===== src/rtl/panel_timing_gen.sv =====
// Raster timing generator: free-running H/V counters with registered sync, data-enable,
// pixel coordinates and frame-start pulse. One clock of latency from counters to outputs.
module panel_timing_gen #(
  parameter int   H_ACTIVE = 1920,
  parameter int   H_FP     = 88,
  parameter int   H_SYNC   = 44,
  parameter int   H_BP     = 148,
  parameter int   V_ACTIVE = 1080,
  parameter int   V_FP     = 4,
  parameter int   V_SYNC   = 5,
  parameter int   V_BP     = 36,
  parameter logic H_POL    = 1'b1,
  parameter logic V_POL    = 1'b1,
  parameter int   CNT_W    = 12
) (
  input  logic             iclk,
  input  logic             irst,
  input  logic             ien,
  output logic             ohsync,
  output logic             ovsync,
  output logic             ode,
  output logic [CNT_W-1:0] ox,
  output logic [CNT_W-1:0] oy,
  output logic             oframe_start
);

  localparam int H_TOTAL = H_ACTIVE + H_FP + H_SYNC + H_BP;
  localparam int V_TOTAL = V_ACTIVE + V_FP + V_SYNC + V_BP;

  localparam logic [CNT_W-1:0] H_LAST   = CNT_W'(H_TOTAL - 1);
  localparam logic [CNT_W-1:0] V_LAST   = CNT_W'(V_TOTAL - 1);
  localparam logic [CNT_W-1:0] H_ACT    = CNT_W'(H_ACTIVE);
  localparam logic [CNT_W-1:0] V_ACT    = CNT_W'(V_ACTIVE);
  localparam logic [CNT_W-1:0] HS_BEG   = CNT_W'(H_ACTIVE + H_FP);
  localparam logic [CNT_W-1:0] HS_END   = CNT_W'(H_ACTIVE + H_FP + H_SYNC);
  localparam logic [CNT_W-1:0] VS_BEG   = CNT_W'(V_ACTIVE + V_FP);
  localparam logic [CNT_W-1:0] VS_END   = CNT_W'(V_ACTIVE + V_FP + V_SYNC);

  logic [CNT_W-1:0] r_h_cnt;
  logic [CNT_W-1:0] r_v_cnt;
  logic             r_hsync;
  logic             r_vsync;
  logic             r_de;
  logic [CNT_W-1:0] r_x;
  logic [CNT_W-1:0] r_y;
  logic             r_fs;

  logic w_h_last;
  logic w_v_last;
  logic w_hs_act;
  logic w_vs_act;
  logic w_de;
  logic w_fs;

  assign w_h_last = (r_h_cnt == H_LAST);
  assign w_v_last = (r_v_cnt == V_LAST);
  assign w_hs_act = (r_h_cnt >= HS_BEG) && (r_h_cnt < HS_END);
  // vsync decodes only v_cnt, so both edges land on the output after h_cnt = 0
  assign w_vs_act = (r_v_cnt >= VS_BEG) && (r_v_cnt < VS_END);
  assign w_de     = (r_h_cnt < H_ACT) && (r_v_cnt < V_ACT);
  assign w_fs     = (r_h_cnt == '0) && (r_v_cnt == '0);

  always_ff @(posedge iclk) begin
    if (!irst || !ien) begin
      // Disable behaves like reset: raster parked at origin, outputs idle
      r_h_cnt <= '0;
      r_v_cnt <= '0;
      r_hsync <= ~H_POL;
      r_vsync <= ~V_POL;
      r_de    <= 1'b0;
      r_x     <= '0;
      r_y     <= '0;
      r_fs    <= 1'b0;
    end else begin
      if (w_h_last) begin
        r_h_cnt <= '0;
        r_v_cnt <= w_v_last ? '0 : r_v_cnt + 1'b1;
      end else begin
        r_h_cnt <= r_h_cnt + 1'b1;
      end
      r_hsync <= w_hs_act ? H_POL : ~H_POL;
      r_vsync <= w_vs_act ? V_POL : ~V_POL;
      r_de    <= w_de;
      r_x     <= w_de ? r_h_cnt : '0;
      r_y     <= w_de ? r_v_cnt : '0;
      r_fs    <= w_fs;
    end
  end

  assign ohsync       = r_hsync;
  assign ovsync       = r_vsync;
  assign ode          = r_de;
  assign ox           = r_x;
  assign oy           = r_y;
  assign oframe_start = r_fs;

endmodule


===== config.mk =====
export PLATFORM = sky130hd
export DESIGN_NAME = panel_timing_gen
export DESIGN_NICKNAME = d
export VERILOG_FILES = /design/src/rtl/panel_timing_gen.sv
export SDC_FILE = /design/constraint.sdc
export NUM_CORES = 1
export LEC_CHECK = 0
export CELL_PAD_IN_SITES_DETAIL_PLACEMENT = 1
export CELL_PAD_IN_SITES_GLOBAL_PLACEMENT = 1
export CORE_UTILIZATION = 40
export DETAILED_ROUTE_END_ITERATION = 12
export PLACE_DENSITY_LB_ADDON = 0.1
export SYNTH_ARGS = -nofsm -noshare
export SYNTH_HDL_FRONTEND = slang
export SYNTH_SLANG_ARGS = --single-unit

===== constraint.sdc =====
create_clock -name iclk -period 2.6 [get_ports iclk]
set_clock_uncertainty 0.05 [all_clocks]
set_input_delay 0.65 -clock iclk [delete_from_list [all_inputs] [get_ports iclk]]
set_output_delay 0.65 -clock iclk [all_outputs]
set_load 0.005 [all_outputs]

==> Flow_metrics.wiki, run 1 <==
{| class="wikitable"
! Metric !! Value
|-
| Number of clock buffers inserted by TritonCTS || 5
|-
| Area growth syn-to-layout || 21.2%
|-
| Achievable clock frequency || 0.431 GHz
|-
| Fraction of registers with async set or reset after synthesis || 0%
|-
| Post-CTS clock slew at the launch and capture registers of the worst setup and hold paths || 0.09 ns
|-
| Synthesis warning total || 0
|-
| Hold Path End || r_h_cnt[0]
|-
| Flip-flop cell with the highest count after synthesis || sky130_fd_sc_hd__dfxtp_1
|-
| GPL Wtd Cong || 0.808
|-
| I/O pin count || 31
|-
| Post-CTS setup repair buffer count || 0
|-
| Resized Gates After CTS || 0
|-
| Number of placement rows || 25
|-
| Start point of the worst hold path || r_h_cnt[0]
|-
| HPWL after detailed placement || 3.49 mm
|-
| Initial antenna violation count || 0
|-
| Hold-critical path depth || 1
|-
| Fin Hold WS || 0.443 ns
|-
| Slew Limit Fails || 0
|-
| DIE AREA || 5370 um^2
|-
| Number of failing hold endpoints at the final stage || 0
|-
| Final setup violation count || 0
|-
| Maximum resistive drop on vdd || 250 uV
|-
| Capturing element type of the critical path || register
|-
| X dimension of the die || 73.3 um
|-
| Share of final-layout standard cells stronger than drive strength 1 || 6.12%
|-
| Classification of the worst setup path || reg2reg
|-
| Synthesized area || 2030 um^2
|-
| Overall overflow remaining after global route || 0
|-
| Root Buffer || sky130_fd_sc_hd__clkbuf_8
|-
| Number of storage elements in the synthesis netlist || 52
|-
| Part of the cycle the worst path needs || 89.3%
|-
| Setup repair after global routing missed its margin || no
|-
| Maximum number of pins on one net before global-route repair || 18
|-
| Initial standard-cell utilization of the core || 42.2%
|-
| TritonCTS clock tree || yes
|-
| Die Ht || 73.3 um
|-
| Critical register-to-register path startpoint || r_h_cnt[3]
|-
| Power density over the cells || 520 nW/um^2
|-
| Vias || 1627
|-
| Count of different cell masters after synthesis || 32
|-
| Total power || 1.28 mW
|-
| DR DRC count || 0
|-
| Leakage dissipation || 0.856 nW
|-
| Wirelength per Cell || 15.6 um
|-
| Minimum clock period || 2.32 ns
|-
| Commonest non-fill, non-tap cell in the layout || sky130_fd_sc_hd__dfxtp_1
|-
| Type of the worst min-delay path || reg2reg
|-
| # diodes || 0
|-
| Number of enable-type register cells in the synthesized netlist || 0
|-
| Run status || finished clean
|-
| Vias in the first global route || 1635
|-
| Remaining number of nets flagged by the antenna check after routing || 0
|-
| Worst r2r dst || r_v_cnt[0]
|-
| Buffer levels on the longest clock path || 2
|-
| Clock network latency to the later pin of the worst-skew pair || 0.30 ns
|-
| Setup slack of the worst register-to-register path || 0.28 ns
|-
| Global-route wire length before repair || 8.10 mm
|-
| Arr. time, crit path || 2.45 ns
|-
| Synthesized instance count || 217
|-
| H-tree Lvls || 2
|-
| Number of optimization iterations in the first detailed-route pass || 4
|-
| Max-capacitance violation count || 0
|-
| Total of buffers placed on input and output ports || 30
|-
| CORE AREA || 4820 um^2
|-
| Post-layout nets || 253
|-
| Final TNS setup || 0 ns
|-
| Share of the yosys chip area belonging to registers || 51.2%
|-
| Overall routing resource usage || 20.0%
|-
| Hold bufs inserted after CTS || 0
|-
| Mean post-synth cell area || 9.37 um^2
|-
| Initial detailed-routing violation count || 73
|-
| Average via count per standard cell || 5.21
|-
| Largest fanout on the critical path || 10
|-
| CP startpoint kind || register
|-
| DRT Wirelength || 4.88 mm
|-
| Commonest cells after routing, fill and taps aside || sky130_fd_sc_hd__dfxtp_1, sky130_fd_sc_hd__clkdlybuf4s50_1, sky130_fd_sc_hd__and2_1
|-
| Required time worst endpoint || 2.73 ns
|-
| Depth of the worst register-to-register path || 4
|-
| Number of clock sinks || 52
|}
metrics by stage:
stage | setup slack [ns] | instance area, um^2 | instances | util (%)
floorplan | 0.377 | 2040 | 218 | -
global placement | 0.365 | 2380 | 305 | 49.5
detailed placement | 0.304 | 2380 | 305 | 49.5
CTS | 0.288 | 2460 | 312 | 51.1
global route | 0.190 | 2460 | 312 | 51.1
finish | 0.279 | 2460 | 312 | 51.1
worst max-delay path by stage:
stage,startpoint,to,slack [ns],cells after the start
after floorplan,r_h_cnt[3],r_v_cnt[0],0.38,6
after global placement,r_h_cnt[3],r_v_cnt[2],0.36,4
after detailed placement,r_h_cnt[3],r_v_cnt[0],0.30,4
after CTS,r_h_cnt[3],r_v_cnt[9],0.29,4
after global routing,r_h_cnt[8],r_v_cnt[0],0.19,4
final,r_h_cnt[3],r_v_cnt[0],0.28,4
logic make-up (layout without fill, tap and decap cells):
kind of cell | Yosys count | count (layout) | share of synthesized area [%]
xor gates and xnor gates | 13 | 13 | 5.60
muxes | 2 | 2 | 0.985
adders and majority gates | 5 | 5 | 3.08
AOI/OAI and AO/OA | 21 | 21 | 6.28
DFF | 52 | 52 | 51.2
other | 1 | 2 | 0.184
and+or+nand+nor | 104 | 104 | 28.4
buffers and inverters | 19 | 46 | 4.31
synth_stat cells, types with 2 or more instances:
library cell	count	share of area [%]
sky130_fd_sc_hd__or3_1	8	2.5
sky130_fd_sc_hd__a21oi_1	10	2.5
sky130_fd_sc_hd__nor2_1	21	3.9
sky130_fd_sc_hd__nor3_1	6	1.5
sky130_fd_sc_hd__mux2i_1	2	0.98
sky130_fd_sc_hd__o21ai_0	8	2.0
sky130_fd_sc_hd__dfxtp_1	52	51
sky130_fd_sc_hd__and2_1	25	7.7
sky130_fd_sc_hd__xor2_1	3	1.3
sky130_fd_sc_hd__nand4_1	10	3.1
sky130_fd_sc_hd__buf_6	2	1.1
sky130_fd_sc_hd__xnor2_1	10	4.3
sky130_fd_sc_hd__or4_4	2	1.1
sky130_fd_sc_hd__ha_1	5	3.1
sky130_fd_sc_hd__nor4_1	3	0.92
sky130_fd_sc_hd__nand3_1	9	2.2
sky130_fd_sc_hd__clkbuf_1	11	2.0
sky130_fd_sc_hd__or4_1	2	0.74
sky130_fd_sc_hd__inv_1	5	0.92
sky130_fd_sc_hd__nand2_1	11	2.0
cell type report:
| type | count | area [um^2] |
|---|---|---|
| inverter | 5 | 18.8 |
| clock inverter | 2 | 12.5 |
| timing repair buffer | 34 | 330 |
| sequential | 52 | 1040 |
| multi-input combinational | 147 | 908 |
| clock buffer | 5 | 68.8 |
| fill | 578 | 2350 |
| tap | 67 | 83.8 |
state kept, by name, summed over array words and instances, names as in the netlist:
register and cells:
ox 12, oy 12, r_h_cnt 12, r_v_cnt 12, ode 1, oframe_start 1, ohsync 1, ovsync 1
routing by layer:
layer  wire length (um)  up-vias  part of all wire [%]  global-route usage, %
met3                189        6                   3.9                   4.12
li1                   -      787                     -                      -
met4                 55        0                   1.1                   5.77
met1               2280      786                    47                   25.7
met2               2350       48                    48                   33.8
met5                  0        -                     0                      0
worst max-delay path, cell delays in order (launching register included):
cell and delay, ns:
sky130_fd_sc_hd__dfxtp_1 0.40, sky130_fd_sc_hd__or4_4 0.57, sky130_fd_sc_hd__or4_4 0.60, sky130_fd_sc_hd__o31ai_4 0.48, sky130_fd_sc_hd__nor2_1 0.10
report_power, final:
group | switching, mW | leakage, nW | internal, mW | total, mW
combinational | 0.0188 | 0.396 | 0.0163 | 0.0351
clock | 0.258 | 0.0400 | 0.183 | 0.441
sequential | 0.00277 | 0.420 | 0.801 | 0.804
total | 0.280 | 0.856 | 1.00 | 1.28
Power figures use the tool's default switching activity.
==> run 2: changes to the inputs <==
- CTS_CLUSTER_SIZE: unset -> 20
==> results of run 2 <==
Same layout as run 1: the final DEF is identical, and so are final timing and power.
==> run 3: changes to the inputs <==
- clock period: 2.6 -> 2.5 ns (I/O delays scaled with it)
==> Flow_metrics.wiki, run 3 (same netlist as run 1, synthesis figures left out) <==
{| class="wikitable"
! Metric !! Value
|-
| HPWL after detailed placement || 3.53 mm (+0.94%)
|-
| DRT Wirelength || 4.85 mm (-0.45%)
|-
| Vias || 1629 (+0.12%)
|-
| Cell type of the slowest stage on the worst timing path || sky130_fd_sc_hd__or4_4
|-
| Initial detailed-routing violation count || 118 (+62%)
|-
| Capturing element type of the critical path || register
|-
| Leakage dissipation || 0.876 nW (+2.3%)
|-
| Arr. time, crit path || 2.48 ns (+0.03 ns)
|-
| Maximum number of pins on one net before global-route repair || 18 (unchanged)
|-
| Maximum resistive drop on vdd || 309 uV (+24%)
|-
| Share of total power consumed by net switching || 21.8% (-0.065 points)
|-
| Number of optimization iterations in the first detailed-route pass || 4 (unchanged)
|-
| CP startpoint kind || register
|-
| Area growth syn-to-layout || 23.2%
|-
| Root Buffer || sky130_fd_sc_hd__clkbuf_8
|-
| Number of clock sinks || 52 (unchanged)
|-
| Final TNS setup || 0 ns (unchanged)
|-
| Global-route wire length before repair || 8.20 mm (+1.3%)
|-
| Switching Power || 0.322 mW (+15%)
|-
| Overall overflow remaining after global route || 0 (unchanged)
|-
| Commonest non-fill, non-tap cell in the layout || sky130_fd_sc_hd__dfxtp_1
|-
| Clock network latency to the later pin of the worst-skew pair || 0.31 ns (about the same)
|-
| Total of buffers placed on input and output ports || 30 (unchanged)
|-
| Largest fanout on the critical path || 10 (unchanged)
|-
| GPL Wtd Cong || 0.813 (+0.63%)
|-
| Part of the cycle the worst path needs || 93.2% (+3.9 points)
|-
| TritonCTS clock tree || yes
|-
| Critical Path, Cell by Cell || or4_4, or4_4, o31ai_4, nor2_1
|-
| DR DRC count || 0 (unchanged)
|-
| Power density over the cells || 589 nW/um^2 (+13%)
|-
| Overall routing resource usage || 20.7% (+0.69 points)
|-
| Internal Dissipation || 1.15 mW (+15%)
|-
| Clock network power share || 40.8% (+6.3 points)
|-
| Share of final-layout standard cells stronger than drive strength 1 || 6.88% (+0.76 points)
|-
| Die Ht || 73.3 um (unchanged)
|-
| Remaining number of nets flagged by the antenna check after routing || 0 (unchanged)
|-
| Minimum clock period || 2.33 ns (+0.00887 ns)
|-
| Required time worst endpoint || 2.65 ns (-0.08 ns)
|-
| Buffer levels on the longest clock path || 2 (unchanged)
|-
| CORE AREA || 4820 um^2 (unchanged)
|-
| Hold-critical path depth || 1 (unchanged)
|-
| Final setup violation count || 0 (unchanged)
|-
| Post-CTS setup repair buffer count || 0 (unchanged)
|-
| H-tree Lvls || 2 (unchanged)
|-
| Post-CTS clock slew at the launch and capture registers of the worst setup and hold paths || 0.10 ns (about the same)
|-
| Combinational power share || 2.5% (-0.2 points)
|-
| Depth of the worst register-to-register path || 4 (unchanged)
|-
| Setup repair after global routing missed its margin || no
|-
| Top cell by count, worst path || sky130_fd_sc_hd__or4_4
|-
| Achievable clock frequency || 0.429 GHz (-0.38%)
|-
| Wirelength per Cell || 15.5 um (-1.1%)
|-
| # diodes || 0 (unchanged)
|-
| Average via count per standard cell || 5.19 (-0.51%)
|-
| Initial antenna violation count || 0 (unchanged)
|-
| DIE AREA || 5370 um^2 (unchanged)
|-
| Number of placement rows || 25 (unchanged)
|-
| Number of clock buffers inserted by TritonCTS || 5 (unchanged)
|-
| Slew Limit Fails || 0 (unchanged)
|-
| Resized Gates After CTS || 0 (unchanged)
|-
| X dimension of the die || 73.3 um (unchanged)
|-
| Max-capacitance violation count || 0 (unchanged)
|-
| Hold bufs inserted after CTS || 0 (unchanged)
|-
| Type of the worst min-delay path || reg2reg
|-
| Buffer and inverter count on the worst path || 0 (unchanged)
|-
| Run status || finished clean
|-
| Post-layout nets || 254 (+0.40%)
|-
| Maximum cell stage delay along the critical path || 0.60 ns (about the same)
|-
| Number of failing hold endpoints at the final stage || 0 (unchanged)
|-
| DP Worst Slack || 0.187 ns (-0.118 ns)
|-
| Fraction of power consumed by sequential logic || 56.7% (-6.1 points)
|-
| Crit path depth || 4 (unchanged)
|-
| Classification of the worst setup path || reg2reg
|-
| Largest delay contributor family on the critical path || simple AND/OR/NAND/NOR gates
|-
| Initial standard-cell utilization of the core || 42.2% (unchanged)
|-
| Commonest cells after routing, fill and taps aside || sky130_fd_sc_hd__dfxtp_1, sky130_fd_sc_hd__clkdlybuf4s50_1, sky130_fd_sc_hd__and2_1
|-
| Final WS setup || 0.170 ns (-0.109 ns)
|-
| I/O pin count || 31 (unchanged)
|-
| Vias in the first global route || 1623 (-0.73%)
|}
run 3: changes by cell type in the layout (fill, tap and decap cells not counted), sizes merged:
cell | before | now
clkinv | 1 | 0
buf | 4 | 5
inv | 5 | 6
bufinv | 0 | 1
run 3: per-stage QoR:
stage / hold WS [ns] / instance area (um^2) / std cells / util [%] / power [mW]
CTS: 0.462 / 2500 / 314 / 52.0 / 1.49
global route: 0.486 / 2500 / 314 / 52.0 / 1.53
floorplan: 0.387 / 2040 / 218 / - / 0.872
global placement: 0.413 / 2390 / 306 / 49.6 / 0.893
detailed placement: 0.439 / 2390 / 306 / 49.6 / 0.894
finish: 0.449 / 2500 / 314 / 52.0 / 1.47
run 3: final cells by class:
class / count / area (um^2)
Clock inverter: 3 / 46.3
Inverter: 5 / 18.8
Multi-Input combinational cell: 147 / 908
Tap cell: 67 / 83.8
Clock buffer: 5 / 68.8
Fill cell: 575 / 2310
Timing Repair Buffer: 35 / 338
Sequential cell: 52 / 1040
run 3: path summary, 6_finish.rpt:
| path | end | startpoint | slack (ns) |
|---|---|---|---|
| max reg2reg | r_v_cnt[0] | r_h_cnt[3] | 0.17 |
| max | r_v_cnt[0] | r_h_cnt[3] | 0.17 |
| min | r_h_cnt[0] | r_h_cnt[0] | 0.45 |
| min reg2reg | r_h_cnt[0] | r_h_cnt[0] | 0.45 |
run 3: worst reg2reg max path, cell delays in order (launching register included):
cell	delay, ns
sky130_fd_sc_hd__dfxtp_1	0.40
sky130_fd_sc_hd__or4_4	0.57
sky130_fd_sc_hd__or4_4	0.60
sky130_fd_sc_hd__o31ai_4	0.49
sky130_fd_sc_hd__nor2_1	0.10
run 3: power by group through the flow:
stage                     logic, mW  registers (mW)  clock network, mW
after floorplan              0.0164           0.856                  0
after global placement       0.0379           0.855                  0
after detailed placement     0.0380           0.856                  0
after CTS                    0.0382           0.837              0.614
after global routing         0.0417           0.837              0.652
final                        0.0376           0.836              0.601
run 3: metal layers:
layer  vias up  wire length (um)  track usage (%)
li1        789                 -                -
met1       787              2300             27.5
met2        42              2200             32.2
met3        11               244             4.66
met4         0               106             8.97
met5         -                 0                0
